### config.mk
export PLATFORM = sky130hd
export DESIGN_NAME = ulaw_encode_writer
export DESIGN_NICKNAME = d
export VERILOG_FILES = /design/src/rtl/ulaw_encode_writer.sv
export SDC_FILE = /design/constraint.sdc
export NUM_CORES = 1
export LEC_CHECK = 0
export CAP_MARGIN = 20
export CORE_MARGIN = 2
export CORE_UTILIZATION = 42
export DETAILED_ROUTE_END_ITERATION = 7
export PLACE_DENSITY_LB_ADDON = 0.3
export SYNTH_ARGS = -nofsm -noshare
export SYNTH_HDL_FRONTEND = slang
export SYNTH_SLANG_ARGS = --single-unit
### constraint.sdc
create_clock -name clk -period 5 [get_ports clk]
set_clock_uncertainty 0.15 [all_clocks]
set_input_delay 0.5 -clock clk [delete_from_list [all_inputs] [get_ports clk]]
set_output_delay 0.5 -clock clk [all_outputs]
set_load 0.02 [all_outputs]
### src/rtl/ulaw_encode_writer.sv
// Streams LEN signed 16-bit linear samples from a source memory, mu-law encodes
// each one and writes the bytes to a destination memory at one sample per cycle.
module ulaw_encode_writer #(
   parameter int unsigned            ADDR_WIDTH    = 16,
   parameter logic [ADDR_WIDTH-1:0]  ADDR_BASE_SRC = '0,
   parameter logic [ADDR_WIDTH-1:0]  ADDR_BASE_DST = '0,
   parameter int unsigned            LEN           = 784
) (
   input  logic                    clk,
   input  logic                    rst,
   input  logic                    start,
   input  logic                    reset,
   output logic                    done,
   output logic [ADDR_WIDTH-1:0]   src_addr,
   input  logic signed [15:0]      src_data,
   output logic                    dst_we,
   output logic [ADDR_WIDTH-1:0]   dst_addr,
   output logic [7:0]              dst_data
);

   localparam logic [ADDR_WIDTH-1:0] LAST_IDX = ADDR_WIDTH'(LEN - 1);
   localparam logic [ADDR_WIDTH-1:0] ONE      = ADDR_WIDTH'(1);

   typedef enum logic [1:0] {S_IDLE, S_RUN, S_FLUSH, S_DONE} state_t;

   state_t                  state_q, state_d;
   logic [ADDR_WIDTH-1:0]   rd_cnt_q, rd_cnt_d;
   logic                    flush_q, flush_d;
   logic [ADDR_WIDTH-1:0]   src_addr_q, src_addr_d;
   logic                    s1_vld_q, s1_vld_d;
   logic signed [15:0]      s1_data_q, s1_data_d;
   logic [ADDR_WIDTH-1:0]   s1_addr_q, s1_addr_d;
   logic                    dst_we_q, dst_we_d;
   logic [ADDR_WIDTH-1:0]   dst_addr_q, dst_addr_d;
   logic [7:0]              dst_data_q, dst_data_d;
   logic                    done_q, done_d;

   // Magnitude is formed in 17 bits so -32768 does not overflow before clipping.
   function automatic logic [7:0] ulaw_enc(input logic signed [15:0] x);
      logic [16:0] mag;
      logic [12:0] b;
      logic [2:0]  e;
      logic [3:0]  m;
      mag = x[15] ? (17'd0 - {x[15], x}) : {1'b0, x};
      if (mag > 17'd8158) mag = 17'd8158;
      b = 13'(mag + 17'd33);
      e = 3'd0;
      for (int p = 5; p <= 12; p++) begin
         if (b[p]) e = 3'(p - 5);
      end
      m = 4'(b >> (4'(e) + 4'd1));
      return {x[15], e, m};
   endfunction

   always_comb begin
      state_d    = state_q;
      rd_cnt_d   = rd_cnt_q;
      flush_d    = flush_q;
      src_addr_d = src_addr_q;
      done_d     = done_q;

      // Two-stage datapath: capture sample, then encode and write.
      s1_vld_d   = (state_q == S_RUN);
      s1_data_d  = src_data;
      s1_addr_d  = ADDR_BASE_DST + rd_cnt_q;
      dst_we_d   = s1_vld_q;
      dst_addr_d = s1_vld_q ? s1_addr_q : dst_addr_q;
      dst_data_d = s1_vld_q ? ulaw_enc(s1_data_q) : dst_data_q;

      case (state_q)
         S_IDLE: begin
            if (start) begin
               state_d    = S_RUN;
               rd_cnt_d   = '0;
               src_addr_d = ADDR_BASE_SRC;
            end
         end
         S_RUN: begin
            if (rd_cnt_q == LAST_IDX) begin
               state_d    = S_FLUSH;
               flush_d    = 1'b0;
               src_addr_d = ADDR_BASE_SRC;
            end else begin
               rd_cnt_d   = rd_cnt_q + ONE;
               src_addr_d = ADDR_BASE_SRC + rd_cnt_q + ONE;
            end
         end
         S_FLUSH: begin
            if (flush_q) begin
               state_d = S_DONE;
               done_d  = 1'b1;
            end else begin
               flush_d = 1'b1;
            end
         end
         default: ;
      endcase
   end

   // Hard reset and soft clear have identical effect and beat any start request.
   always_ff @(posedge clk) begin
      if (rst || reset) begin
         state_q    <= S_IDLE;
         rd_cnt_q   <= '0;
         flush_q    <= 1'b0;
         src_addr_q <= ADDR_BASE_SRC;
         s1_vld_q   <= 1'b0;
         s1_data_q  <= '0;
         s1_addr_q  <= '0;
         dst_we_q   <= 1'b0;
         dst_addr_q <= '0;
         dst_data_q <= '0;
         done_q     <= 1'b0;
      end else begin
         state_q    <= state_d;
         rd_cnt_q   <= rd_cnt_d;
         flush_q    <= flush_d;
         src_addr_q <= src_addr_d;
         s1_vld_q   <= s1_vld_d;
         s1_data_q  <= s1_data_d;
         s1_addr_q  <= s1_addr_d;
         dst_we_q   <= dst_we_d;
         dst_addr_q <= dst_addr_d;
         dst_data_q <= dst_data_d;
         done_q     <= done_d;
      end
   end

   assign done     = done_q;
   assign src_addr = src_addr_q;
   assign dst_we   = dst_we_q;
   assign dst_addr = dst_addr_q;
   assign dst_data = dst_data_q;

endmodule

== Word level (Yosys, flattened, before mapping) ==
Cells that the tools add are included.

* Add/sub/neg operators: 4
* $lt $le $gt $ge: 1
* Equality and inequality tests: 7
* Shift-type cells: 1
* Muxes and demuxes: 20
* Reductions and logical operators: 10

{| class="wikitable"
|+ Operator list
! kind !! number
|-
| case mux 16 bit (2 select lines) || 2
|-
| 2-to-1 mux 16 bit || 3
|-
| 2-to-1 mux 3 bit || 6
|-
| > comparator 17 x 13 -> 1 bit (second input constant) || 1
|-
| 2-to-1 mux 17 bit || 1
|-
| subtractor 1 x 16 -> 17 bit (first input constant) || 1
|-
| adder 16 x 1 -> 16 bit (second input constant) || 1
|-
| equality test 16 x 10 -> 1 bit (second input constant) || 1
|-
| adder 13 x 6 -> 13 bit (second input constant) || 1
|-
| 2-to-1 mux 13 bit || 1
|-
| right shift 13 x 4 -> 4 bit || 1
|-
| 2-to-1 mux 2 bit || 3
|-
| inequality test 2 bit (second input constant) || 3
|-
| case mux 2 bit (3 select lines) || 1
|-
| AND reduction 2 bit || 3
|-
| adder 3 x 1 -> 4 bit (second input constant) || 1
|-
| AND reduction 4 bit || 1
|-
| nonzero test 2 bit || 2
|-
| AND reduction 3 bit || 1
|-
| nonzero test 3 bit || 1
|-
| equality test 2 x 1 -> 1 bit (second input constant) || 1
|-
| equality test 2 bit (second input constant) || 1
|-
| logical NOT 2 bit || 1
|-
| 2-to-1 mux 1 bit || 2
|-
| 3 further kinds || 3
|}

* Register bits: 94
* Input bits: 20
* Output and inout port bits: 42
* Word-level logic and storage cells: 54

== Logic depth before layout (Yosys ltp) ==
* Depth in word-level cells: 14
* Depth in mapped cells: 20
* Mapped depth without buffers: 19

== Worst setup path before layout ==
No wires, ideal clock.

* Path kind: register to register
* From: register s1_data_q[0]
* To: register dst_data_q[3], in the netlist dst_data[3]
* Library setup time: 121 ps
* Arrival: 4771 ps
* Data required time: 4729 ps
* Setup slack: -42 ps
* Cell stages (with the launch flop): 20
* Path buffers: 1
* Clock period less this slack: 5042 ps
* Cell sequence: dfxtp_1 inv_1 ha_1 or3b_1 clkbuf_1 and3_1 a32o_1 o31ai_1 nor2_1 nor3_1 ha_1 inv_1 o311ai_0 a211o_1 o221ai_4 a311oi_4 nand2b_1 mux2_1 a31oi_1 a21oi_1

* Longest elaborated chain between the ends: 14

{| class="wikitable"
|+ Ends and longest elaborated chain
! what !! line !! source
|-
| from (decl) || 31 || <nowiki>logic signed [15:0] s1_data_q, s1_data_d;</nowiki>
|-
| from (signal assigned) || 120 || <nowiki>s1_data_q <= s1_data_d;</nowiki>
|-
| subtractor 1 x 16 -> 17 bit || 44 || <nowiki>mag = x[15] ? (17'd0 - {x[15], x}) : {1'b0, x};</nowiki>
|-
| 2-to-1 mux 17 bit * || 44 ||
|-
| > comparator 17 x 13 -> 1 bit || 45 || <nowiki>if (mag > 17'd8158) mag = 17'd8158;</nowiki>
|-
| 2-to-1 mux 13 bit * || 45 ||
|-
| adder 13 x 6 -> 13 bit * || 46 || <nowiki>b = 13'(mag + 17'd33);</nowiki>
|-
| 2-to-1 mux 1 bit || 49 || <nowiki>if (b[p]) e = 3'(p - 5);</nowiki>
|-
| 2-to-1 mux 3 bit (6 in a row) || 49 ||
|-
| adder 3 x 1 -> 4 bit || 51 || <nowiki>m = 4'(b >> (4'(e) + 4'd1));</nowiki>
|-
| right shift 13 x 4 -> 4 bit * || 51 ||
|-
| to (signal assigned) || 124 || <nowiki>dst_data_q <= dst_data_d;</nowiki>
|-
| to (decl) || 35 || <nowiki>logic [7:0] dst_data_q, dst_data_d;</nowiki>
|}

Mark *: on every way between the ends. The rest lies on a longest branch, timed or not.
A chain may end at the register's enable or synchronous reset.

== Final worst setup path ==
* From: register s1_data_q[0]
* To: register dst_data_q[2], in the netlist dst_data[2]

The elaborated chain is that of the path after synthesis.

==> flow_summary.rst <==
.. list-table::
   :header-rows: 1

   * - Metric
     - Value
   * - Final total negative setup slack
     - 0 ps
   * - Total inserted antenna cells
     - 0
   * - Number of maximum-capacitance constraint violations
     - 0
   * - Total Routing Usage GR
     - 20.0%
   * - Cell area after technology mapping
     - 0.00475 mm²
   * - Wire length after detailed routing
     - 11.6 mm
   * - Wire length of the first global-routing pass
     - 18.9 mm
   * - Most frequently used flop master after synthesis
     - sky130_fd_sc_hd__dfxtp_1
   * - Setup Crit Path Kind
     - flop to flop
   * - Pin slew with the least headroom to its limit
     - 1050 ps
   * - Highest clock frequency the design can meet
     - 212 MHz
   * - Avg Synthesized Cell Area
     - 8.92 µm²
   * - Die X-Extent
     - 110 µm
   * - CTS tree
     - built
   * - Register bit count reported by yosys
     - 94
   * - Number of cells in the finished layout apart from fillers
     - 736
   * - Initial antenna violation count
     - 0
   * - Routability-driven placement congestion ratio
     - 0.867
   * - Area post-placement
     - 0.00550 mm²
   * - Number of cell instances on the worst register-to-register path
     - 19
   * - Worst setup endpoint
     - dst_data[2]$_SDFFE_PP0P_
   * - Port buffer count
     - 61
   * - Clock transition at the registers of the reported paths
     - 70 ps
   * - Number of remaining DRC errors
     - 0
   * - Class of the worst hold path
     - flop to flop
   * - Critical Path, Cell by Cell
     - inv_1, ha_2, or3b_4, and3_1, a32o_1, o31a_4, a21oi_4, o211ai_1, ha_1, inv_1, o311ai_2, buf_4, a211o_1, o221ai_4, nor2_4, o21ai_4, mux2_2, o211ai_1, o211ai_1
   * - Via count of the routed design
     - 4000
   * - DRT iter0 DRCs
     - 131
   * - Pleak
     - 2.18 nW
   * - Max rail drop VDD
     - 0.000154 V
   * - Number of H-tree branching levels
     - 3
   * - Final count of negative-setup-slack endpoints
     - 0
   * - Critical path's most frequent cell
     - sky130_fd_sc_hd__o211ai_1
   * - Die height
     - 110 µm
   * - Post-synth cell types
     - 79
   * - Reg2Reg Launch Point
     - s1_data_q[0]$_SDFF_PP0_
   * - Number of slew-limit violations in the final report
     - 0
   * - Post-DP HPWL
     - 8.27 mm
   * - Post-Synthesis Net Count
     - 561
   * - Number of warning messages in the yosys log
     - 0
   * - Area growth, synth to finish
     - 23.6%
   * - Max-slew headroom at the worst pin
     - 29.6%
   * - Crit path launch
     - s1_data_q[0]$_SDFF_PP0_
   * - Gate count of the mapped netlist
     - 533
   * - Core area
     - 0.0109 mm²
   * - Post-route clock period utilization
     - 94.4%
   * - Wire length per cell after detailed routing
     - 15.8 µm
   * - Number of placed instances, taps included
     - 717
   * - Critical path endpoint category
     - flop
   * - Number of global-route vias before repair
     - 3803
   * - Outcome
     - completed
   * - Final critical-path setup slack
     - 282 ps
   * - Final hold violation count
     - 0
   * - Critical path arrival
     - 4800 ps
   * - Slowest cell delay on critical path
     - 430 ps
   * - Data required time at the worst endpoint
     - 5080 ps
   * - Total overflow reported by the global router
     - 0
   * - Vias per Instance
     - 5.43
   * - FF+latch area
     - 0.00188 mm²
   * - Pin count of the biggest net entering global routing
     - 39
   * - Number of fill cells
     - 1020
   * - First-pass iteration count of the detailed router
     - 4
   * - Total power
     - 1.71 mW
   * - Slowest stage cell, crit path
     - sky130_fd_sc_hd__or3b_4
   * - End of the worst register-to-register path
     - dst_data[2]$_SDFFE_PP0P_
   * - Setup WS pre-CTS
     - 310 ps
   * - RSZ-0062 raised after global routing
     - false
   * - Synth async-reset ratio
     - 0%
   * - Buffer type at the clock tree root
     - sky130_fd_sc_hd__clkbuf_16
   * - Multi-input logic area
     - 0.00277 mm²
   * - Std-Cell Rows
     - 38
   * - Share of post-route cells with drive strength above 1
     - 11.1%
   * - Final antenna-violating net count
     - 0
   * - Final critical delay including setup and external delays
     - 4720 ps
   * - Power density normalized to cell area
     - 291 mW/mm²
   * - Kind of start point of the critical path
     - flop
   * - Clock sink total
     - 94
   * - Initial core utilization
     - 43.5%
   * - Number of enable-type register cells in the synthesized netlist
     - 0
   * - Final cell area excluding filler cells
     - 0.00588 mm²
   * - Proportion of synthesized chip area in sequential cells
     - 39.6%
   * - Setup slack, reg-to-reg
     - 280 ps
   * - Clock latency at the later pin of the worst-skew pair
     - 350 ps
   * - Number of nets in the final layout
     - 620
   * - Number of buffers between clock root and the deepest sink
     - 2
   * - Max Fanout on Critical Path
     - 7
   * - Die outline area
     - 0.0122 mm²
   * - Number of buffers created by CTS
     - 9
   * - Ports
     - 62
## synthesized netlist by cell type, types with 5 or more instances
cell                       number  area [µm²]
sky130_fd_sc_hd__dfxtp_1       94        1880
sky130_fd_sc_hd__nor2_1        55         206
sky130_fd_sc_hd__nand2_1       43         161
sky130_fd_sc_hd__o21ai_0       43         215
sky130_fd_sc_hd__and2_1        39         244
sky130_fd_sc_hd__mux2i_1       21         210
sky130_fd_sc_hd__clkbuf_1      20        75.1
sky130_fd_sc_hd__xnor2_1       19         166
sky130_fd_sc_hd__and3_1        13        81.3
sky130_fd_sc_hd__nor3_1        11        55.1
sky130_fd_sc_hd__nand3_1       10        50.1
sky130_fd_sc_hd__o31ai_1       10        75.1
sky130_fd_sc_hd__xor2_1         9        78.8
sky130_fd_sc_hd__a21oi_1        8        40.0
sky130_fd_sc_hd__ha_1           8         100
sky130_fd_sc_hd__inv_1          8        30.0
sky130_fd_sc_hd__a211o_1        7        61.3
sky130_fd_sc_hd__a21o_1         6        45.0
sky130_fd_sc_hd__a31oi_1        6        37.5
sky130_fd_sc_hd__o211ai_1       6        45.0
sky130_fd_sc_hd__nand4_1        5        31.3
## worst min-delay path by stage
stage / start / end / slack, ps / depth (start not counted)
final: src_addr[8]$_SDFFE_PP0P_ / src_addr[8]$_SDFFE_PP0P_ / 310 / 2
after global routing: src_addr[5]$_SDFFE_PP0P_ / src_addr[5]$_SDFFE_PP0P_ / 340 / 2
after CTS: src_addr[5]$_SDFFE_PP0P_ / src_addr[5]$_SDFFE_PP0P_ / 310 / 2
after detailed placement: src_addr[5]$_SDFFE_PP0P_ / src_addr[5]$_SDFFE_PP0P_ / 300 / 2
after global placement: src_addr[13]$_SDFFE_PP0P_ / src_addr[13]$_SDFFE_PP0P_ / 290 / 1
after floorplan: s1_addr_q[14]$_SDFF_PP0_ / dst_addr[14]$_SDFFE_PP0P_ / 290 / 2
## layer usage
layer / wire length [µm] / global-route usage (%) / vias up
met5: 0 / 0 / -
met4: 248 / 9.02 / 0
met3: 348 / 2.94 / 18
met2: 5660 / 33.6 / 68
met1: 5370 / 25.3 / 1892
li1: - / - / 2022
## power by group
| part | switching, mW | total, mW | internal, mW |
|---|---|---|---|
| clock | 0.299 | 0.688 | 0.388 |
| combinational | 0.142 | 0.255 | 0.113 |
| sequential | 0.0104 | 0.766 | 0.756 |
| total | 0.452 | 1.71 | 1.26 |
## layout make-up
class / count / share of cell area, %
Multi-Input combinational cell: 401 / 47.1
Sequential cell: 94 / 32.0
Timing Repair Buffer: 76 / 12.3
Clock buffer: 9 / 3.83
Tap cell: 140 / 2.98
Clock inverter: 6 / 1.17
Inverter: 10 / 0.639
## worst max-delay path: cells and delay by family (launching register included)
family,cells,cell delay (ps)
adder cells (fa/ha/maj),2,450
AO/OA/AOI/OAI,10,2090
multiplexers,1,370
AND/OR/NAND/NOR,3,750
buffers and inverters,3,410
flip-flops,1,360
## cell usage in the layout, fill, tap and decap left out, types with 11 or more instances in the layout
cell type and n:
sky130_fd_sc_hd__dfxtp_1 94, sky130_fd_sc_hd__clkdlybuf4s50_1 61, sky130_fd_sc_hd__buf_4 15, sky130_fd_sc_hd__nor3_1 11, sky130_fd_sc_hd__nor2_1 54, sky130_fd_sc_hd__and2_1 39, sky130_fd_sc_hd__xnor2_1 19, sky130_fd_sc_hd__nand2_1 43
sky130_fd_sc_hd__o21ai_0 43, sky130_fd_sc_hd__mux2i_1 21, sky130_fd_sc_hd__and3_1 13
## sequential cells by signal, indices dropped and copies added, names as in the netlist, 2 cells and up
signal     flops
dst_data       8
dst_addr      16
state_q        2
s1_addr_q     16
s1_data_q     16
src_addr      16
rd_cnt_q      16
## metrics by stage
stage               hold slack, ps  utilization, %
floorplan                      290               -
global placement               288            50.3
detailed placement             296            50.3
CTS                            312            52.9
global route                   337            53.7
finish                         307            53.7
## kinds of logic after synthesis
| kind of cell | synth area share [%] |
|---|---|
| compound gates | 20.2 |
| xor+xnor | 5.50 |
| fa+ha+maj | 2.11 |
| buf+inv | 3.53 |
| flops | 39.6 |
| mux | 5.61 |
| simple gates | 23.5 |
## timing repair
| item | 4_1_cts | 5_1_grt |
|---|---|---|
| gates resized for setup | 0 | 12 |
| endpoints found under the setup margin | 0 | 4 |
| buffers inserted | 0 | 4 |
| endpoints found under the hold margin | 0 | 0 |
| hold buffers | 0 | 0 |
Note: power is estimated with default switching activity, not from simulation.
